[src/rtl/oc8051_tc_if.sv]
// SFR bus, run/pin inputs and overflow pulses between the oc8051 core and
// the timer/counter 0/1 block.
interface oc8051_tc_if;
   logic       wr;
   logic [7:0] wr_addr;
   logic [7:0] rd_addr;
   logic [7:0] data_in;
   logic [7:0] data_out;
   logic       tr0;
   logic       tr1;
   logic       t0;
   logic       t1;
   logic       int0;
   logic       int1;
   logic       tf0;
   logic       tf1;

   modport master (
      output wr, wr_addr, rd_addr, data_in, tr0, tr1, t0, t1, int0, int1,
      input  data_out, tf0, tf1
   );

   modport slave (
      input  wr, wr_addr, rd_addr, data_in, tr0, tr1, t0, t1, int0, int1,
      output data_out, tf0, tf1
   );
endinterface

[src/rtl/oc8051_tc.sv]
// oc8051 timer/counter 0 and 1: TMOD/TLn/THn SFRs, modes 0-3, prescaled tick,
// synchronised pin counting and gating, single-cycle tf0/tf1 overflow pulses.
module oc8051_tc #(
   parameter int unsigned PRESCALE = 1
) (
   input  logic         clk,
   input  logic         rst,
   oc8051_tc_if.slave   bus
);

   localparam logic [7:0] ADDR_TMOD = 8'h89;
   localparam logic [7:0] ADDR_TL0  = 8'h8A;
   localparam logic [7:0] ADDR_TL1  = 8'h8B;
   localparam logic [7:0] ADDR_TH0  = 8'h8C;
   localparam logic [7:0] ADDR_TH1  = 8'h8D;
   localparam logic [7:0] PRE_LAST  = 8'(PRESCALE - 1);

   logic [7:0] tmod_q, tmod_d;
   logic [7:0] tl0_q, tl0_d, th0_q, th0_d;
   logic [7:0] tl1_q, tl1_d, th1_q, th1_d;
   logic [7:0] data_out_q, data_out_d;
   logic       tf0_q, tf0_d, tf1_q, tf1_d;
   logic [7:0] pre_q, pre_d;
   logic [2:0] t0_sync_q, t1_sync_q;
   logic [1:0] int0_sync_q, int1_sync_q;

   logic       tick, ev0, ev1, t0_m3;
   logic       wr_t0, wr_t1, en0, en_th0, en1;
   logic       src0, src1, gate0, gate1;
   logic [1:0] m0, m1;
   logic [16:0] r0, r1;
   logic [8:0] sum_tl0, sum_th0;
   logic       rd_mapped;
   logic [7:0] rd_val;

   // Returns {overflow, th, tl} after one increment in modes 0-2; mode 3 holds.
   function automatic logic [16:0] count_step(input logic [1:0] mode,
                                              input logic [7:0] th,
                                              input logic [7:0] tl);
      logic [13:0] c13;
      logic [16:0] res;
      c13 = '0;
      res = {1'b0, th, tl};
      case (mode)
         2'd0: begin
            c13 = {1'b0, th, tl[4:0]} + 14'd1;
            res = {c13[13], c13[12:5], tl[7:5], c13[4:0]};
         end
         2'd1: res = {1'b0, th, tl} + 17'd1;
         2'd2: res = (tl == 8'hFF) ? {1'b1, th, th} : {1'b0, th, tl + 8'd1};
         default: res = {1'b0, th, tl};
      endcase
      return res;
   endfunction

   assign tick  = (pre_q == PRE_LAST);
   assign pre_d = tick ? 8'd0 : pre_q + 8'd1;

   // Falling edge seen between the second and third synchroniser flops.
   assign ev0 = t0_sync_q[2] & ~t0_sync_q[1];
   assign ev1 = t1_sync_q[2] & ~t1_sync_q[1];

   assign m0    = tmod_q[1:0];
   assign m1    = tmod_q[5:4];
   assign t0_m3 = (m0 == 2'd3);
   assign src0  = tmod_q[2] ? ev0 : tick;
   assign src1  = tmod_q[6] ? ev1 : tick;
   assign gate0 = ~tmod_q[3] | int0_sync_q[1];
   assign gate1 = ~tmod_q[7] | int1_sync_q[1];

   assign wr_t0 = bus.wr && ((bus.wr_addr == ADDR_TL0) || (bus.wr_addr == ADDR_TH0));
   assign wr_t1 = bus.wr && ((bus.wr_addr == ADDR_TL1) || (bus.wr_addr == ADDR_TH1));

   assign en0    = bus.tr0 & gate0 & src0 & ~wr_t0;
   assign en_th0 = bus.tr1 & tick & ~wr_t0;
   // With timer 0 in mode 3, tr1 belongs to TH0 and timer 1 free-runs.
   assign en1    = (t0_m3 | bus.tr1) & gate1 & src1 & ~wr_t1 & (m1 != 2'd3);

   assign r0      = count_step(m0, th0_q, tl0_q);
   assign r1      = count_step(m1, th1_q, tl1_q);
   assign sum_tl0 = {1'b0, tl0_q} + 9'd1;
   assign sum_th0 = {1'b0, th0_q} + 9'd1;

   always_comb begin
      tmod_d = tmod_q;
      tl0_d  = tl0_q;
      th0_d  = th0_q;
      tl1_d  = tl1_q;
      th1_d  = th1_q;
      tf0_d  = 1'b0;
      tf1_d  = 1'b0;

      if (t0_m3) begin
         if (en0) begin
            tl0_d = sum_tl0[7:0];
            tf0_d = sum_tl0[8];
         end
         if (en_th0) begin
            th0_d = sum_th0[7:0];
            tf1_d = sum_th0[8];
         end
      end else if (en0) begin
         {tf0_d, th0_d, tl0_d} = r0;
      end

      if (en1) begin
         th1_d = r1[15:8];
         tl1_d = r1[7:0];
         if (!t0_m3) tf1_d = r1[16];
      end

      if (bus.wr) begin
         case (bus.wr_addr)
            ADDR_TMOD: tmod_d = bus.data_in;
            ADDR_TL0:  tl0_d  = bus.data_in;
            ADDR_TH0:  th0_d  = bus.data_in;
            ADDR_TL1:  tl1_d  = bus.data_in;
            ADDR_TH1:  th1_d  = bus.data_in;
            default:   ;
         endcase
      end
   end

   always_comb begin
      rd_mapped = 1'b1;
      rd_val    = 8'h00;
      case (bus.rd_addr)
         ADDR_TMOD: rd_val = tmod_q;
         ADDR_TL0:  rd_val = tl0_q;
         ADDR_TH0:  rd_val = th0_q;
         ADDR_TL1:  rd_val = tl1_q;
         ADDR_TH1:  rd_val = th1_q;
         default:   rd_mapped = 1'b0;
      endcase
      data_out_d = rd_val;
      if (bus.wr && (bus.wr_addr == bus.rd_addr) && rd_mapped) data_out_d = bus.data_in;
   end

   always_ff @(posedge clk or posedge rst) begin
      if (rst) begin
         tmod_q      <= 8'h00;
         tl0_q       <= 8'h00;
         th0_q       <= 8'h00;
         tl1_q       <= 8'h00;
         th1_q       <= 8'h00;
         data_out_q  <= 8'h00;
         tf0_q       <= 1'b0;
         tf1_q       <= 1'b0;
         pre_q       <= 8'h00;
         t0_sync_q   <= 3'b000;
         t1_sync_q   <= 3'b000;
         int0_sync_q <= 2'b00;
         int1_sync_q <= 2'b00;
      end else begin
         tmod_q      <= tmod_d;
         tl0_q       <= tl0_d;
         th0_q       <= th0_d;
         tl1_q       <= tl1_d;
         th1_q       <= th1_d;
         data_out_q  <= data_out_d;
         tf0_q       <= tf0_d;
         tf1_q       <= tf1_d;
         pre_q       <= pre_d;
         t0_sync_q   <= {t0_sync_q[1:0], bus.t0};
         t1_sync_q   <= {t1_sync_q[1:0], bus.t1};
         int0_sync_q <= {int0_sync_q[0], bus.int0};
         int1_sync_q <= {int1_sync_q[0], bus.int1};
      end
   end

   assign bus.data_out = data_out_q;
   assign bus.tf0      = tf0_q;
   assign bus.tf1      = tf1_q;

endmodule

[src/flat_wrapper.sv]
// flat-port wrapper written by rule: the top's interface ports become plain ports
module oc8051_tc_flat 
#(
   parameter int unsigned PRESCALE = 1
)
  (clk, rst, bus_wr, bus_wr_addr, bus_rd_addr, bus_data_in, bus_tr0, bus_tr1, bus_t0, bus_t1, bus_int0, bus_int1, bus_data_out, bus_tf0, bus_tf1);
  oc8051_tc_if bus_i ();
  input  logic clk;
  input  logic rst;
  input wire logic [$bits(bus_i.wr)-1:0] bus_wr;
  input wire logic [$bits(bus_i.wr_addr)-1:0] bus_wr_addr;
  input wire logic [$bits(bus_i.rd_addr)-1:0] bus_rd_addr;
  input wire logic [$bits(bus_i.data_in)-1:0] bus_data_in;
  input wire logic [$bits(bus_i.tr0)-1:0] bus_tr0;
  input wire logic [$bits(bus_i.tr1)-1:0] bus_tr1;
  input wire logic [$bits(bus_i.t0)-1:0] bus_t0;
  input wire logic [$bits(bus_i.t1)-1:0] bus_t1;
  input wire logic [$bits(bus_i.int0)-1:0] bus_int0;
  input wire logic [$bits(bus_i.int1)-1:0] bus_int1;
  output wire logic [$bits(bus_i.data_out)-1:0] bus_data_out;
  output wire logic [$bits(bus_i.tf0)-1:0] bus_tf0;
  output wire logic [$bits(bus_i.tf1)-1:0] bus_tf1;
  assign bus_i.wr = bus_wr;
  assign bus_i.wr_addr = bus_wr_addr;
  assign bus_i.rd_addr = bus_rd_addr;
  assign bus_i.data_in = bus_data_in;
  assign bus_i.tr0 = bus_tr0;
  assign bus_i.tr1 = bus_tr1;
  assign bus_i.t0 = bus_t0;
  assign bus_i.t1 = bus_t1;
  assign bus_i.int0 = bus_int0;
  assign bus_i.int1 = bus_int1;
  assign bus_data_out = bus_i.data_out;
  assign bus_tf0 = bus_i.tf0;
  assign bus_tf1 = bus_i.tf1;
  oc8051_tc #(.PRESCALE(PRESCALE)) u_core (.clk(clk), .rst(rst), .bus(bus_i));
endmodule
[config.mk]
export PLATFORM = sky130hd
export DESIGN_NAME = oc8051_tc_flat
export DESIGN_NICKNAME = d
export VERILOG_FILES = /design/src/rtl/oc8051_tc_if.sv /design/src/rtl/oc8051_tc.sv /design/src/flat_wrapper.sv
export SDC_FILE = /design/constraint.sdc
export NUM_CORES = 1
export LEC_CHECK = 0
export ABC_AREA = 1
export CORE_UTILIZATION = 35
export DETAILED_ROUTE_END_ITERATION = 10
export HOLD_SLACK_MARGIN = 0.08
export REMOVE_ABC_BUFFERS = 1
export SETUP_SLACK_MARGIN = 0.05
export SLEW_MARGIN = 20
export SYNTH_ARGS = -nofsm -noshare
export SYNTH_HDL_FRONTEND = slang
export SYNTH_SLANG_ARGS = --single-unit
export TNS_END_PERCENT = 50
[constraint.sdc]
create_clock -name clk -period 3.3 [get_ports clk]
set_input_delay 0.99 -clock clk [delete_from_list [all_inputs] [get_ports clk]]
set_output_delay 0.99 -clock clk [all_outputs]
set_load 0.02 [all_outputs]
==> metrics.txt <==
total grt overflow=0; layout cells sized above 1=0.07578; clk buf depth=2; H-tree depth=3; wire length of the first global-routing pass=about 26,000 µm; count of state elements after synthesis=a little under 70; Reg-to-Reg End=u_core.tl0_q[5]; Cells after Synth=747; critical path, cell by cell=clkdlybuf4s50_1, inv_1, nand2_2, a21oi_2, nor2_4, inv_4, nor2_1, o21ai_0, a22oi_1; Post-synth ARST share=1.000; cell taking the most area after synthesis=dfrtp_1; GRT Resource Usage Total=0.2290; crit-path max FO=13; adder-cell share of the synthesized area=0.01255; Num CTS Buffers=9; Worst setup SP type=primary input; worst setup path start=bus_wr_addr[1]; initial core utilization=0.3592; main combinational cell family by area after synthesis=simple AND/OR/NAND/NOR gates; CP max stage delay=just under 600 ps; Layout area overhead=20.10%; WP buf/inv=3; sequential fraction of the synthesis area=0.3413; Hold Crit Class=reg2reg; Nets=between 800 and 900; Critical Path RT=between 3000 and 4000 ps; postcts setup bufs=0; RSZ-0062 raised after global routing=no; cell count along the critical path=9; Num Clock Sinks=68; Final Critical Period=between 2000 and 3000 ps; Post-synth top flop=dfrtp_1; global placement routability congestion=~0.95; die width=121.4 µm; placed insts=969; initial antenna violation count=0; R2R depth=12; CTS tree=done; worst hold path depth=0; DIE HEIGHT=about 120 µm; CP Class=in2reg; CP arrival=a little under 3000 ps; P_leak=2.866 nW; vias in the first global route=4,913; Clock transition at path regs=approximately 60 ps; post-synthesis compound-gate area fraction=0.1895; post-CTS resize count=0; list of most frequent post-synthesis cells=nand2_1, inv_1, nor2_1, o21ai_0, dfrtp_1; Synth Area per Inst=~6.7 µm²; post-synthesis cell type count=between 40 and 50; status=complete, no violations; Cell Count, Final, Fillers Out=about 1,000; Wirelength per Cell=16.03 µm; Worst-Skew Late Latency=350 ps; I/O pin total=43; post-synthesis mux area share=0.002008; maxcap violations=0; First DRT Iteration DRCs=about 470; Area contributors post-synth=dfrtp_1, nand2_1, o21ai_0; Cell Rows=43; Yosys Warn Count=0; Post-synth EDFFs=0; Port Buffers=between 40 and 50; Final Max Slew Viols=0; share of Yosys cell area claimed by the top area cell type=0.3413; Final HPWL DP=about 12,000 µm; Pwr per Cell Area=542.2 nW/µm²; slowest stage cell, crit path=clkdlybuf4s50_1; Clock Skews=8.638 ps; drt via density=between 5 and 6; core area=approximately 14,000 µm²; Final Hold Fails=0; Max IR drop VDD=about 260 µV; CP Capture Type=flip-flop; simple-gate share of the synthesized area=0.3267; f_max=between 300 and 400 MHz; XOR/XNOR Fraction of Synth Area=0.01932; synthesized cell area=around 5000 µm²; worst reg2reg setup slack=1100 ps; Final period util=0.8219; cell family with the largest share of critical-path delay=buffers and inverters; Pwr Total=roughly 3.2 mW; Final TNS setup=0 ps; final wirelength=around 16,000 µm; slew margin rel.=0.5651; worst hold endpoint=u_core.t0_sync_q[1]; Worst-Margin Slew=652.3 ps; full die area=14,730 µm²; vias=around 5,200; Initial DRT Pass Iterations=5; worst r2r src=u_core.pre_q[0]; Post-route DRC=0; hold_buf cts=0; count leader, synth=nand2_1; hold_sp=u_core.t0_sync_q[0]; root buf cell=clkbuf_16; Final setup viols=0; number of routed nets with antenna violations=0; largest net degree at the start of global routing=35; antenna cells=0
## cell families after synthesis
kind of cell,count (synthesis)
AOI/OAI and AO/OA,168
DFF,68
xor gates and xnor gates,11
muxes,1
adders and majority gates,5
and+or+nand+nor,362
buffers and inverters,132
## layout make-up
| class | count | area, µm² |
|---|---|---|
| Sequential cell | 68 | 1702 |
| Clock inverter | 7 | 82.58 |
| Timing Repair Buffer | 57 | 558.0 |
| Tap cell | 180 | 225.2 |
| Clock buffer | 9 | 225.2 |
| Inverter | 117 | 449.2 |
| Fill cell | 1472 | 7893 |
| Multi-Input combinational cell | 547 | 2746 |
## through the flow
step / cell area (µm²) / utilization / hold slack [ps] / setup WS, ps
2_1_floorplan: 4893 / - / 331.2 / 598.5
3_3_place_gp: 5677 / 0.4090 / 332.4 / 162.4
3_5_place_dp: 5677 / 0.4090 / 334.7 / 128.5
4_1_cts: 5984 / 0.4311 / 350.7 / 484.4
5_1_grt: 5988 / 0.4314 / 358.9 / 416.6
6_report: 5988 / 0.4314 / 348.5 / 587.8
## placed cells by master (no fill, tap or decap), drive strengths merged
master           n
bufinv           1
dfrtp           68
nor3b            1
o31ai           11
ha               5
clkbuf           9
clkdlybuf4s50   42
o22ai            9
o2111ai          5
o21ai           97
xnor2            2
a21oi           33
clkinvlp         2
a211oi           1
nand2          163
o211ai           2
nor3            24
nand4           16
buf             15
a22oi            5
nor2            94
o221ai           2
o32ai            1
or2              2
clkinv           2
inv            119
a31oi            2
mux2i            1
xor2             9
nand3           62
## layer usage
metal | vias to the layer above | routed length [µm] | global-route usage
met2 | 152 | 7402 | 0.3633
met4 | 0 | 387 | 0.08410
met1 | 2469 | 7227 | 0.3079
li1 | 2575 | - | -
met5 | - | 0 | 0
met3 | 31 | 771 | 0.04276
## registers in the layout (all words and copies together), names as in the netlist
signal and flops:
u_core.bus.data_out 8, u_core.bus.tf0 1, u_core.bus.tf1 1, u_core.int0_sync_q 2, u_core.int1_sync_q 2, u_core.pre_q 8
u_core.t0_sync_q 3, u_core.t1_sync_q 3, u_core.th0_q 8, u_core.th1_q 8, u_core.tl0_q 8, u_core.tl1_q 8
u_core.tmod_q 8
## how the worst max path moves through the flow
| stage | to |
|---|---|
| 2_1_floorplan | u_core.bus.data_out[0] |
| 3_3_place_gp | u_core.bus.data_out[5] |
| 3_5_place_dp | u_core.bus.data_out[2] |
| 4_1_cts | u_core.bus.data_out[2] |
| 5_1_grt | u_core.tl0_q[5] |
| 6_report | u_core.tl0_q[5] |
## power breakdown
group / internal, mW / leakage [nW] / total [mW] / switching [mW]
sequential: 0.988 / 0.839 / 1.23 / 0.239
combinational: 0.365 / 1.88 / 1.01 / 0.641
clock: 0.597 / 0.145 / 1.01 / 0.417
total: 1.95 / 2.87 / 3.25 / 1.30
No activity file was read; power rests on OpenSTA's default activity.
